--- src/rtl/pzcorebus_response_buffer.sv ---
// rtl/pzcorebus_response_buffer.sv - response beat FIFO with optional per-packet store-and-forward
//
// Ports:
//   i_clk, i_rst                      clock, asynchronous active-high reset
//   i_s_valid/o_s_ready/i_s_id/i_s_data/i_s_last   upstream beat stream
//   o_m_valid/i_m_ready/o_m_id/o_m_data/o_m_last   downstream beat stream
//   o_empty, o_full                   buffer status
//   o_occupancy, o_packet_count       registered counters, present only with
//                                     PZCOREBUS_RESPONSE_BUFFER_STATUS_EN defined
//
// PACKET_MODE=1 holds beats until a complete packet (or a full buffer) is stored.

module pzcorebus_response_buffer #(
   parameter int ID_WIDTH    = 8,
   parameter int DATA_WIDTH  = 32,
   parameter int DEPTH       = 4,
   parameter int PACKET_MODE = 0
) (
   input  logic                  i_clk,
   input  logic                  i_rst,
   input  logic                  i_s_valid,
   output logic                  o_s_ready,
   input  logic [ID_WIDTH-1:0]   i_s_id,
   input  logic [DATA_WIDTH-1:0] i_s_data,
   input  logic                  i_s_last,
   output logic                  o_m_valid,
   input  logic                  i_m_ready,
   output logic [ID_WIDTH-1:0]   o_m_id,
   output logic [DATA_WIDTH-1:0] o_m_data,
   output logic                  o_m_last,
   output logic                  o_empty,
   output logic                  o_full
`ifdef PZCOREBUS_RESPONSE_BUFFER_STATUS_EN
   ,
   output logic [$clog2(DEPTH+1)-1:0] o_occupancy,
   output logic [$clog2(DEPTH+1)-1:0] o_packet_count
`endif
);

   localparam int CW = $clog2(DEPTH + 1);
   localparam int PW = $clog2(DEPTH);
   localparam int EW = ID_WIDTH + DATA_WIDTH + 1;

   typedef enum logic {HOLD, FORWARD} state_t;

   logic [EW-1:0] mem [DEPTH];
   logic [EW-1:0] head;
   logic [PW-1:0] wr_ptr;
   logic [PW-1:0] rd_ptr;
   logic [CW-1:0] count;
   logic [CW-1:0] count_nxt;
   logic [CW-1:0] pkt_count;
   logic [CW-1:0] pkt_nxt;
   state_t        state;
   logic          do_wr;
   logic          do_rd;
   logic          wr_last;
   logic          rd_last;

   function automatic logic [PW-1:0] next_ptr(input logic [PW-1:0] p);
      return (p == PW'(DEPTH - 1)) ? '0 : p + PW'(1);
   endfunction

   assign head      = mem[rd_ptr];
   assign o_full    = (count == CW'(DEPTH));
   assign o_empty   = (count == '0);
   assign o_s_ready = !o_full;
   assign o_m_valid = (PACKET_MODE != 0) ? ((state == FORWARD) && !o_empty) : !o_empty;

   // Fields are forced to zero while nothing is presented so that reset and
   // idle never expose stale or uninitialised storage.
   assign {o_m_id, o_m_data, o_m_last} = o_m_valid ? head : '0;

   assign do_wr   = i_s_valid && o_s_ready;
   assign do_rd   = o_m_valid && i_m_ready;
   assign wr_last = do_wr && i_s_last;
   assign rd_last = do_rd && head[0];

   always_comb begin
      count_nxt = count;
      if (do_wr && !do_rd)
         count_nxt = count + CW'(1);
      else if (do_rd && !do_wr)
         count_nxt = count - CW'(1);

      pkt_nxt = pkt_count;
      if (wr_last && !rd_last)
         pkt_nxt = pkt_count + CW'(1);
      else if (rd_last && !wr_last)
         pkt_nxt = pkt_count - CW'(1);
   end

   always_ff @(posedge i_clk) begin
      if (do_wr)
         mem[wr_ptr] <= {i_s_id, i_s_data, i_s_last};
   end

   // The FSM looks at next-cycle counters so valid rises in the cycle right
   // after the completing last beat (or the filling beat) is written. A full
   // buffer without a complete packet forwards cut-through until that
   // packet's last beat leaves.
   always_ff @(posedge i_clk or posedge i_rst) begin
      if (i_rst) begin
         wr_ptr    <= '0;
         rd_ptr    <= '0;
         count     <= '0;
         pkt_count <= '0;
         state     <= HOLD;
      end else begin
         if (do_wr)
            wr_ptr <= next_ptr(wr_ptr);
         if (do_rd)
            rd_ptr <= next_ptr(rd_ptr);
         count     <= count_nxt;
         pkt_count <= pkt_nxt;
         case (state)
            HOLD: begin
               if ((pkt_nxt != '0) || (count_nxt == CW'(DEPTH)))
                  state <= FORWARD;
            end
            FORWARD: begin
               if (rd_last && (pkt_nxt == '0) && (count_nxt != CW'(DEPTH)))
                  state <= HOLD;
            end
            default: state <= HOLD;
         endcase
      end
   end

`ifdef PZCOREBUS_RESPONSE_BUFFER_STATUS_EN
   assign o_occupancy    = count;
   assign o_packet_count = pkt_count;
`endif

endmodule

--- config.mk ---
export PLATFORM = sky130hd
export DESIGN_NAME = pzcorebus_response_buffer
export DESIGN_NICKNAME = d
export VERILOG_FILES = /design/src/rtl/pzcorebus_response_buffer.sv
export SDC_FILE = /design/constraint.sdc
export NUM_CORES = 1
export LEC_CHECK = 0
export BUFFER_PORTS_ARGS = -buffer_cell sky130_fd_sc_hd__buf_4
export CELL_PAD_IN_SITES_DETAIL_PLACEMENT = 0
export CELL_PAD_IN_SITES_GLOBAL_PLACEMENT = 1
export CORE_ASPECT_RATIO = 0.6
export CORE_UTILIZATION = 25
export CTS_CLUSTER_DIAMETER = 200
export DETAILED_ROUTE_END_ITERATION = 10
export GPL_TIMING_DRIVEN = 0
export PLACE_DENSITY_LB_ADDON = 0.1
export SYNTH_ARGS = -nofsm -noshare
export SYNTH_HDL_FRONTEND = slang
export SYNTH_SLANG_ARGS = --single-unit
--- constraint.sdc ---
create_clock -name i_clk -period 3.6 [get_ports i_clk]
set_input_delay 0.54 -clock i_clk [delete_from_list [all_inputs] [get_ports i_clk]]
set_output_delay 0.54 -clock i_clk [all_outputs]
set_load 0.02 [all_outputs]
# Yosys cells after proc, flatten, opt, wreduce, memory -nomap -nowiden
# Memory sizes are Yosys's and may differ from the RTL's.
# Cells that the tools add are included.
word_totals:
  reg_bits: 7
  ramBits: 164
  in_bits: 45
  output_inout_bits: 45
  elab_cells: 28
  mem_count: 1
op_classes:
  add_sub_neg: 4
  eq_ne: 3
  n_mux: 7
  reduce_logical: 10
mem_list:
  columns: ["name", "words", "word_bits", "read_ports", "rd_clocked_by_memory_dff", "write_ports", "line", "text"]
  rows:
  - ["mem", 4, 41, 1, 0, 1, "46", "logic [EW-1:0] mem [DEPTH];"]
ops:
  columns: ["op", "n"]
  rows:
  - ["41-bit two-way mux", 1]
  - ["3-bit two-way mux", 2]
  - ["2-bit by 1-bit adder with 2-bit output, second input constant", 2]
  - ["2-bit equality test, second input constant", 2]
  - ["1-bit logical AND", 4]
  - ["1-bit logical NOT", 4]
  - ["2-bit two-way mux", 2]
  - ["3-bit by 1-bit adder with 3-bit output, second input constant", 1]
  - ["3-bit equality test, second input constant", 1]
  - ["3-bit logical NOT", 1]
  - ["3-bit by 1-bit subtractor with 3-bit output, second input constant", 1]
  - ["1-bit two-way mux", 2]
  - ["2-bit nonzero test", 1]

# Logic depth before layout (Yosys ltp)
# Gate-level depths: netlist (run 1).
depth:
  ltp_word: 7
  ltp_mapped: 11
  mapped_depth_nobuf: 10

# Worst setup path before layout (run 1)
# Ideal clock, no wire load.
synth_timing:
  path_type: "register -> register"
  start: "register count[0]"
  end: "memory mem[0][0] (netlist bit) (enable)"
  setup_time_ns: 0.402
  arrival_ns: 2.164
  t_required_ns: 3.198
  path_slack_ns: 1.034
  stages_incl_launch_ff: 7
  n_path_buf: 1
  synth_period_minus_slack_ns: 2.566
  path_cell_list: "dfrtp_1 -> nor2_1 -> nand2_1 -> inv_1 -> nor2b_1 -> clkbuf_1 -> and2_1"
synth_between:
  elab_chain_cells: 5
synth_rtl:
  columns: ["element", "line", "text"]
  rows:
  - ["from (decl)", "50", "logic [CW-1:0] count;"]
  - ["from (signal assigned)", "114", "count <= count_nxt;"]
  - ["3-bit equality test", "65", "assign o_full = (count == CW'(DEPTH));"]
  - ["1-bit logical NOT", "67", "assign o_s_ready = !o_full;"]
  - ["via o_s_ready", "22", "output logic o_s_ready,"]
  - ["1-bit logical AND", "74", "assign do_wr = i_s_valid && o_s_ready;"]
  - ["via do_wr", "55", "logic do_wr;"]
  - ["1-bit two-way mux", "94", "if (do_wr)"]
  - ["1-bit two-way mux (implied by the code)", "95", "mem[wr_ptr] <= {i_s_id, i_s_data, i_s_last};"]
  - ["to (decl)", "46", null]
# The timed path passes the listed nets, and every way through them passes these cells.

# Worst setup path after layout (run 1)
layout_timing:
  start: "register rd_ptr[1]"
  end: "output port o_m_data[28]"
layout_between:
  elab_chain_cells: 2
layout_rtl:
  columns: ["element", "line", "text"]
  rows:
  - ["from (decl)", "49", "logic [PW-1:0] rd_ptr;"]
  - ["from (signal assigned)", "113", "rd_ptr <= next_ptr(rd_ptr);"]
  - ["memory 4 x 41 bit", null, null]
  - ["41-bit two-way mux", "72", "assign {o_m_id, o_m_data, o_m_last} = o_m_valid ? head : '0;"]
  - ["to (decl)", "29", "output logic [DATA_WIDTH-1:0] o_m_data,"]
# Every way passes these cells.

==> results.json, run 1 <==
{
  "rows": 45,
  "numCtsBuffers": 17,
  "vias_per_cell": 4.04,
  "grt_overflow": 0,
  "grt_max_degree": 24,
  "antenna_left": 0,
  "nets": 466,
  "r2r_end": "mem[2][22]",
  "dp_hpwl_mm": 8.77,
  "worstPathArrival_ns": 2.19,
  "ios": 90,
  "netlist_top_cells_count": "164 x edfxtp_1, 45 x and2_1, 38 x mux4_2",
  "firstDrtPassIters": 6,
  "cp.required_ns": 3.06,
  "core_area_mm2": 0.0258,
  "clock_sinks": 171,
  "path_max_fanout": 10,
  "reg2reg_slack_ns": 1.31,
  "portBuffers": 89,
  "worst_pin_slew_ns": 0.690,
  "async_reset_ff_frac": 0.0409,
  "initial_core_util": 0.259,
  "cts_tree": "done",
  "setup_viol": 0,
  "synth-main-ff-cell": "edfxtp_1",
  "cts_buffer_depth": 2,
  "drc": 0,
  "cts_root_buf": "clkbuf_16",
  "place_congestion": 0.638,
  "start_kind": "flip-flop",
  "post-cts-setup-buffers": 0,
  "setup_tns_ns": 0,
  "wl_mm": 14.2,
  "hp-class": "in2async",
  "post-route-period-util": 0.757,
  "die_w_um": 213,
  "netlist-cell-type-count": 20,
  "antenna_found_initial": 0,
  "wl_per_cell_um": 18.3,
  "yosys.cell_count.top_type": "edfxtp_1",
  "worstSetupEndpointType": "output pin",
  "insertion_delay_ns": 0.43,
  "yosysWarnings": 0,
  "fin_area_mm2": 0.00851,
  "seq_area_frac_synth": 0.762,
  "syn-instance-count": 302,
  "r2r_cells": 7,
  "max_cap_violations": 0,
  "crit_type": "reg2out",
  "p_leak_nw": 2.94,
  "synth-edff-count": 164,
  "grt_pass1_vias": 3525,
  "fin_skew_ns": 0.00676,
  "drive_gt1_frac": 0.415,
  "period_minus_slack_ns": 2.73,
  "crit_slowest_cell": "buf_2",
  "max-vdd-ir-drop_mv": 0.483,
  "max_stage_delay_ns": 0.38,
  "grt_pass1_wl_mm": 21.5,
  "hold_viol": 0,
  "rsz0062_at_grt": "no",
  "maxSlewHeadroom": 0.540,
  "powerDensity_mw_per_mm2": 895,
  "status": "complete, no violations",
  "utilization": 0.330,
  "fp.dieH_um": 129,
  "synth_area_leaders": "edfxtp_1 74%, mux4_2 13%, and2_1 4.2%, dfrtp_1 2.6%, buf_12 1.2%",
  "mappedNetlistArea_mm2": 0.00669,
  "synth_area_per_cell_um2": 22.2,
  "vias": 3146,
  "hold_buffers": 0,
  "placed_area_mm2": 0.00788,
  "r2r-start": "count[0]",
  "dieArea_mm2": 0.0274,
  "worstPathCellList": "clkbuf_1 -> buf_2 -> mux4_2 -> and2_1 -> buf_4",
  "drt-initial-drc-count": 130,
  "yosysTopAreaCell": "edfxtp_1",
  "syn_nets": 354,
  "clk_pin_slew_ns": 0.06,
  "htree_levels": 4,
  "diodes": 0,
  "synth_seq_cells": 171,
  "syn_to_final_growth_pct": 27.2,
  "yosys.area.top_type_share": 0.736,
  "slew_viol_final": 0,
  "max_freq_ghz": 0.367,
  "cts.repair.resized": 0,
  "grt_usage": 0.114
}
==> power by group <==
group          internal, W  total [W]  leakage, nW  switching [W]
clock              0.00120    0.00192        0.307       0.000716
sequential         0.00263    0.00274         1.58       0.000103
combinational      0.00140    0.00297         1.05        0.00157
total              0.00523    0.00762         2.94        0.00239
==> worst max-delay path: cells and delay by family, from the launching register on <==
kind	cells	cell delay (ns)
flops	1	0.35
mux	1	0.36
buf+inv	3	0.86
simple gates	1	0.18
==> cell families (layout without fill, tap and decap cells) <==
kind of cell / after synthesis / count (layout) / synth area share
flops: 171 / 171 / 0.762
simple gates: 53 / 53 / 0.0473
mux: 46 / 46 / 0.148
buf+inv: 22 / 147 / 0.0241
fa+ha+maj: 7 / 7 / 0.0142
xor+xnor: 3 / 3 / 0.00393
==> cell usage in the layout (no fill, tap or decap) <==
| cell | Yosys | routed |
|---|---|---|
| buf_2 | 5 | 5 |
| buf_12 | 4 | 8 |
| clkbuf_16 | 0 | 17 |
| clkinv_2 | 0 | 2 |
| dfrtp_1 | 7 | 7 |
| buf_6 | 1 | 1 |
| nor2_1 | 4 | 4 |
| clkbuf_1 | 6 | 9 |
| mux2_2 | 3 | 3 |
| bufinv_16 | 0 | 3 |
| clkinvlp_4 | 0 | 1 |
| inv_1 | 6 | 6 |
| xor2_1 | 2 | 2 |
| and2_2 | 0 | 4 |
| or3_1 | 1 | 1 |
| and2_1 | 45 | 41 |
| clkbuf_8 | 0 | 6 |
| mux4_1 | 3 | 3 |
| nand2_1 | 2 | 2 |
| nor2b_1 | 1 | 1 |
| mux4_2 | 38 | 38 |
| mux2_1 | 2 | 2 |
| ha_1 | 6 | 6 |
| fa_1 | 1 | 1 |
| xnor2_1 | 1 | 1 |
| buf_4 | 0 | 89 |
| edfxtp_1 | 164 | 164 |
==> per-layer routing <==
layer	track usage	up-vias	wire [um]
met2	0.178	59	6700
met4	0.0403	0	186
met5	0	-	0
li1	-	1426	-
met3	0.0442	14	664
met1	0.144	1647	6680
==> worst max path at each step <==
stage | slack (ns) | start | endpoint | depth (start not counted)
finish | 0.87 | rd_ptr[1] | o_m_data[28] | 5
global route | 0.69 | rd_ptr[1] | o_m_id[1] | 5
CTS | 0.72 | rd_ptr[1] | o_m_data[30] | 5
detailed placement | 1.20 | count[0] | mem[2][22] | 7
global placement | 0.09 | i_s_valid | mem[1][22] | 4
floorplan | 1.03 | count[0] | mem[0][0] | 6
==> metrics by stage <==
stage / cells / worst slack [ns] / power (W) / hold slack, ns
after detailed placement: 747 / 1.20 / 0.00586 / 0.485
after CTS: 779 / 0.724 / 0.00781 / 0.0278
after floorplan: 302 / 1.03 / 0.00464 / 0.343
after global placement: 743 / 0.0898 / 0.00579 / 0.472
final: 779 / 0.875 / 0.00762 / 0.0535
after global routing: 779 / 0.687 / 0.00807 / 0.0381
==> final cells by class <==
class | instances | area, um^2
fillers | 2536 | 17300
multi-input cells | 109 | 1430
plain buffers | 16 | 139
flip-flops and latches | 171 | 5100
well taps | 352 | 440
clock inverters | 6 | 108
repair buffers | 93 | 748
clock buffers | 26 | 519
inverters | 6 | 22.5
==> flip-flops by register name, indices dropped and copies added, names as in the netlist <==
| register | cells |
|---|---|
| wr_ptr | 2 |
| mem | 164 |
| count | 3 |
| rd_ptr | 2 |
Note: power is estimated with default switching activity, not from simulation.
==> run 2, diff against run 1 <==
--- a/config.mk
+++ b/config.mk
@@ -5,6 +5,7 @@
 export SDC_FILE = /design/constraint.sdc
 export NUM_CORES = 1
 export LEC_CHECK = 0
+export ABC_AREA = 1
 export BUFFER_PORTS_ARGS = -buffer_cell sky130_fd_sc_hd__buf_4
 export CELL_PAD_IN_SITES_DETAIL_PLACEMENT = 0
 export CELL_PAD_IN_SITES_GLOBAL_PLACEMENT = 1
==> constraint.sdc (replaced) <==
create_clock -name i_clk -period 2.6 [get_ports i_clk]
set_input_delay 0.39 -clock i_clk [delete_from_list [all_inputs] [get_ports i_clk]]
set_output_delay 0.39 -clock i_clk [all_outputs]
set_load 0.02 [all_outputs]
==> run 2 against run 1 <==
Effect of this change: via count increased by 56%; combinational power is 70% higher; area after synthesis rose by 11%; core utilization shrank 0.81 points; highest routed layer unchanged.
==> results.json, run 2 <==
{
  "max_cap_violations": 0,
  "rsz0062_at_grt": "no",
  "largest_reg_flops": 164,
  "grt_pass1_wl_mm": 29.7,
  "worstPathArrival_ns": 2.01,
  "hold_slack_ns": 0.152,
  "synth-main-ff-cell": "edfxtp_1",
  "yosysTopAreaCell": "edfxtp_1",
  "syn-instance-count": 706,
  "grt_overflow": 0,
  "grt_pass1_vias": 4890,
  "die_w_um": 225,
  "hold_viol": 0,
  "nets": 874,
  "cts_tree": "done",
  "dp_hpwl_mm": 12.6,
  "max_freq_ghz": 0.416,
  "drive_gt1_frac": 0.194,
  "post-route-period-util": 0.924,
  "worst_pin_slew_ns": 0.876,
  "layout_top_registers": "mem: 164 flops, count: 3 flops",
  "grt_usage": 0.137,
  "clk_pin_slew_ns": 0.06,
  "setup_viol": 0,
  "syn_to_final_growth_pct": 25.5,
  "final_cell_mix": "179 x nand2_1, 175 x inv_1, 164 x edfxtp_1",
  "synth_seq_cells": 171,
  "p_int_w": 0.00668,
  "period_minus_slack_ns": 2.40,
  "placed_area_mm2": 0.00880,
  "yosys.cell_count.top_type": "nand2_1",
  "firstDrtPassIters": 4,
  "grt_max_degree": 24,
  "antenna_left": 0,
  "vias": 4916,
  "diodes": 0,
  "slew_viol_final": 0,
  "syn_nets": 758,
  "maxSlewHeadroom": 0.414,
  "numCtsBuffers": 17,
  "place_congestion": 0.699,
  "portBuffers": 89,
  "wl_per_cell_um": 15.9,
  "p_comb_frac": 0.455,
  "path_max_fanout": 10,
  "status": "complete, no violations",
  "core_area_mm2": 0.0289,
  "initial_core_util": 0.257,
  "yosysWarnings": 0,
  "htree_levels": 4,
  "sw_frac_of_total": 0.399,
  "cts_root_buf": "clkbuf_16",
  "worstSetupEndpointType": "output pin",
  "p_clk_frac": 0.206,
  "vias_per_cell": 3.99,
  "fp.dieH_um": 136,
  "crit_type": "reg2out",
  "wl_mm": 19.7,
  "ios": 90,
  "start_kind": "flip-flop",
  "clock_sinks": 171,
  "p_sw_w": 0.00444,
  "yosys.area.top_type_share": 0.663,
  "finalPower_w": 0.0111,
  "synth_area_per_cell_um2": 10.5,
  "max-vdd-ir-drop_mv": 0.388,
  "fin_skew_ns": 0.00793,
  "regMostFlops": "mem",
  "mappedNetlistArea_mm2": 0.00743,
  "synth-edff-count": 164,
  "rows": 48,
  "async_reset_ff_frac": 0.0409,
  "setup_tns_ns": 0,
  "powerDensity_mw_per_mm2": 1190,
  "cp.required_ns": 2.21,
  "netlist_top_cells_count": "179 x nand2_1, 175 x inv_1, 164 x edfxtp_1",
  "p_leak_nw": 4.15,
  "fin_area_mm2": 0.00932,
  "final_common_cell": "nand2_1",
  "drt-initial-drc-count": 245,
  "place_ws_ns": 0.225,
  "seq_area_frac_synth": 0.687,
  "antenna_found_initial": 0,
  "dieArea_mm2": 0.0304,
  "insertion_delay_ns": 0.44,
  "hp-class": "in2reg",
  "fin_ws_ns": 0.196,
  "synth_area_leaders": "edfxtp_1 66%, nand2_1 9.0%, inv_1 8.8%, nand3_1 5.7%, a21oi_1 2.8%",
  "pwr-share-seq": 0.339,
  "cts_buffer_depth": 2,
  "drc": 0,
  "netlist-cell-type-count": 20
}
run 2: cell count changes after synthesis, moves of 3 or more:
cell / change
buf_6: +4
buf_12: -4
buf_2: +17
mux4_2: -38
a21oi_1: +41
mux4_1: -3
inv_1: +169
nand3_1: +85
mux2_2: -3
nand2_1: +177
clkbuf_1: -5
and2_1: -45
inv_2: +7
run 2: metal layers:
layer | part of all wire | global-route usage | up-vias
li1 | - | - | 2469
met1 | 0.48 | 0.177 | 2345
met2 | 0.47 | 0.220 | 81
met3 | 0.038 | 0.0310 | 21
met4 | 0.020 | 0.0593 | 0
met5 | 0 | 0 | -
run 2: cell families after synthesis:
kind of cell | synth area share
compound gates | 0.0296
xor+xnor | 0.00118
fa+ha+maj | 0.0128
buf+inv | 0.117
flops | 0.687
simple gates | 0.153
run 2: final cells by class:
class / instances / area (um^2)
timing repair buffer: 97 / 848
fill: 2956 / 19600
clock inverter: 11 / 81.3
multi-input combinational: 323 / 1490
tap: 400 / 500
buffer: 30 / 185
sequential: 171 / 5100
clock buffer: 19 / 433
inverter: 182 / 683
run 2: path summary, 6_finish.rpt:
kind	startpoint	endpoint	slack (ns)	cells after the start
max	rd_ptr[1]	o_m_data[6]	0.20	6
min	i_s_data[26]	mem[1][27]	0.15	1
max reg2reg	count[0]	mem[3][37]	0.30	5
min reg2reg	wr_ptr[1]	wr_ptr[1]	0.55	2
max in group asynchronous	i_rst	rd_ptr[1]	1.94	3
min in group asynchronous	i_rst	wr_ptr[1]	0.45	3
run 2: worst max-delay path, stage by stage (launching register included):
cell and delay, ns:
dfrtp_1 0.37, buf_2 0.18, inv_2 0.11, buf_2 0.29
nand3_1 0.11, a21oi_1 0.30, buf_4 0.21
run 2: repair_timing:
action | 4_1_cts | 5_1_grt
resized for setup | 0 | 0
hold buffers | 1 | 0
endpoints found under the hold margin | 7 | 0
setup buffers | 0 | 0
setup endpoints to repair | 0 | 0
run 2: power by group through the flow:
stage,clock [W],combinational (W),sequential (W)
after floorplan,0,0.00288,0.00383
after global placement,0,0.00494,0.00389
after detailed placement,0,0.00519,0.00383
after CTS,0.00238,0.00521,0.00377
after global routing,0.00247,0.00556,0.00382
final,0.00229,0.00506,0.00377
run 2: per-stage QoR:
stage | util | std cells
after floorplan | - | 706
after global placement | 0.297 | 1195
after detailed placement | 0.304 | 1202
after CTS | 0.322 | 1233
after global routing | 0.322 | 1233
final | 0.322 | 1233
==> run 3, diff against run 2 <==
==> constraint.sdc (replaced) <==
create_clock -name i_clk -period 2.6 [get_ports i_clk]
set_input_delay 0.26 -clock i_clk [delete_from_list [all_inputs] [get_ports i_clk]]
set_output_delay 0.26 -clock i_clk [all_outputs]
set_load 0.02 [all_outputs]
==> run 3 against run 2 <==
Effect of this change: sequential power barely moved; largest power group unchanged; clock power barely moved; maximum frequency is 4.3% higher; critical endpoint is now mem[3][37].
==> results.json, run 3 (synthesis results as in run 2) <==
{
  "syn_to_final_growth_pct": 28.0,
  "cp.required_ns": 2.74,
  "placed_area_mm2": 0.00880,
  "regMostFlops": "mem",
  "layout_top_registers": "mem: 164 flops, count: 3 flops",
  "antenna_found_initial": 0,
  "drt-initial-drc-count": 221,
  "maxSlewHeadroom": 0.412,
  "vias_per_cell": 3.97,
  "core_area_mm2": 0.0289,
  "nets": 893,
  "crit_type": "reg2reg",
  "hold_viol": 0,
  "r2r-start": "count[0]",
  "drc": 0,
  "max_cap_violations": 0,
  "grt_pass1_wl_mm": 29.8,
  "multiInputGateArea_mm2": 0.00149,
  "fin_cells": 1252,
  "clk_pin_slew_ns": 0.06,
  "worstPathArrival_ns": 2.44,
  "wl_per_cell_um": 15.7,
  "initial_core_util": 0.257,
  "rsz0062_at_grt": "no",
  "worst_pin_slew_ns": 0.880,
  "nFillCells": 2944,
  "reg2reg_slack_ns": 0.29,
  "portBuffers": 89,
  "grt_overflow": 0,
  "hp-class": "in2reg",
  "insertion_delay_ns": 0.44,
  "die_w_um": 225,
  "r2r_end": "mem[3][37]",
  "slew_viol_final": 0,
  "r2r_cells": 5,
  "wl_mm": 19.7,
  "final_cell_mix": "179 x nand2_1, 175 x inv_1, 164 x edfxtp_1",
  "utilization": 0.329,
  "largest_reg_flops": 164,
  "dp_hpwl_mm": 12.6,
  "drive_gt1_frac": 0.190,
  "max_freq_ghz": 0.434,
  "cts.repair.resized": 0,
  "htree_levels": 4,
  "grt_usage": 0.137,
  "regArea_mm2": 0.00510,
  "antenna_left": 0,
  "setup_viol": 0,
  "ios": 90,
  "clock_sinks": 171,
  "fp.dieH_um": 136,
  "period_minus_slack_ns": 2.31,
  "cts_buffer_depth": 2,
  "post-route-period-util": 0.887,
  "diodes": 0,
  "p_leak_nw": 4.22,
  "hp-start": "i_s_data[3]",
  "powerDensity_mw_per_mm2": 1170,
  "critPathLaunch": "count[0]",
  "worstSetupEndpointType": "flip-flop",
  "firstDrtPassIters": 5,
  "grt_pass1_vias": 4948,
  "path_max_fanout": 23,
  "dp_cells": 1202,
  "cts_tree": "done",
  "grt_max_degree": 24,
  "cts_root_buf": "clkbuf_16",
  "fin_area_mm2": 0.00951,
  "place_congestion": 0.699,
  "fin_skew_ns": 0.00415,
  "final_common_cell": "nand2_1",
  "start_kind": "flip-flop",
  "vias": 4976,
  "numCtsBuffers": 17,
  "finalPower_w": 0.0111,
  "critPathCapture": "mem[3][37]",
  "max-vdd-ir-drop_mv": 0.391,
  "rows": 48,
  "status": "complete, no violations",
  "dieArea_mm2": 0.0304
}
[run 3: cell count changes in the layout (fill, tap and decap cells not counted), sizes merged]
cell,change
dlygate4sd3,+19
[run 3: what timing repair did]
item | CTS | global route
buffers inserted | 0 | 0
hold buffers | 20 | 0
endpoints found under the hold margin | 83 | 0
[run 3: how the worst min path moves through the flow]
stage | cells after the start | slack, ns | endpoint
floorplan | 1 | 0.06 | count[0]
global placement | 2 | 0.22 | count[2]
detailed placement | 2 | 0.23 | count[1]
CTS | 1 | 0.0003 | mem[0][13]
global route | 1 | 0.009 | mem[0][28]
finish | 1 | 0.03 | mem[2][4]
[run 3: metrics by stage]
stage	setup WS (ns)	hold WS (ns)	TNS, ns
3_5_place_dp	0.225	0.227	0
4_1_cts	0.220	0.000341	0
3_3_place_gp	-2.46	0.219	-397.90
6_report	0.295	0.0277	0
2_1_floorplan	-0.487	0.0634	-79.94
5_1_grt	0.0819	0.00914	0
[run 3: cell type report]
| cell class | instances | area share |
|---|---|---|
| timing repair buffer | 116 | 0.109 |
| tap | 400 | 0.0526 |
| clock inverter | 11 | 0.00855 |
| clock buffer | 19 | 0.0455 |
| multi-input combinational | 323 | 0.157 |
| inverter | 182 | 0.0718 |
| buffer | 30 | 0.0195 |
| sequential | 171 | 0.536 |
[run 3: critical path: stages (launching register included)]
cell and delay, ns:
dfrtp_1 0.43, inv_2 0.06, nand3_1 0.11, nand2_1 0.32, nor2_4 0.79, buf_12 0.27
[run 3: report_power, final]
part | switching (W) | internal, W | leakage, nW
Combinational | 0.00328 | 0.00180 | 2.39
Sequential | 0.000151 | 0.00362 | 1.59
Clock | 0.00101 | 0.00128 | 0.251
Total | 0.00444 | 0.00670 | 4.22
[run 3: routing by layer]
metal  routed length (um)  track usage  part of all wire
met1                 9420        0.177              0.48
met2                 9210        0.222              0.47
met3                  639       0.0288             0.032
met4                  401       0.0593             0.020
met5                    0            0                 0
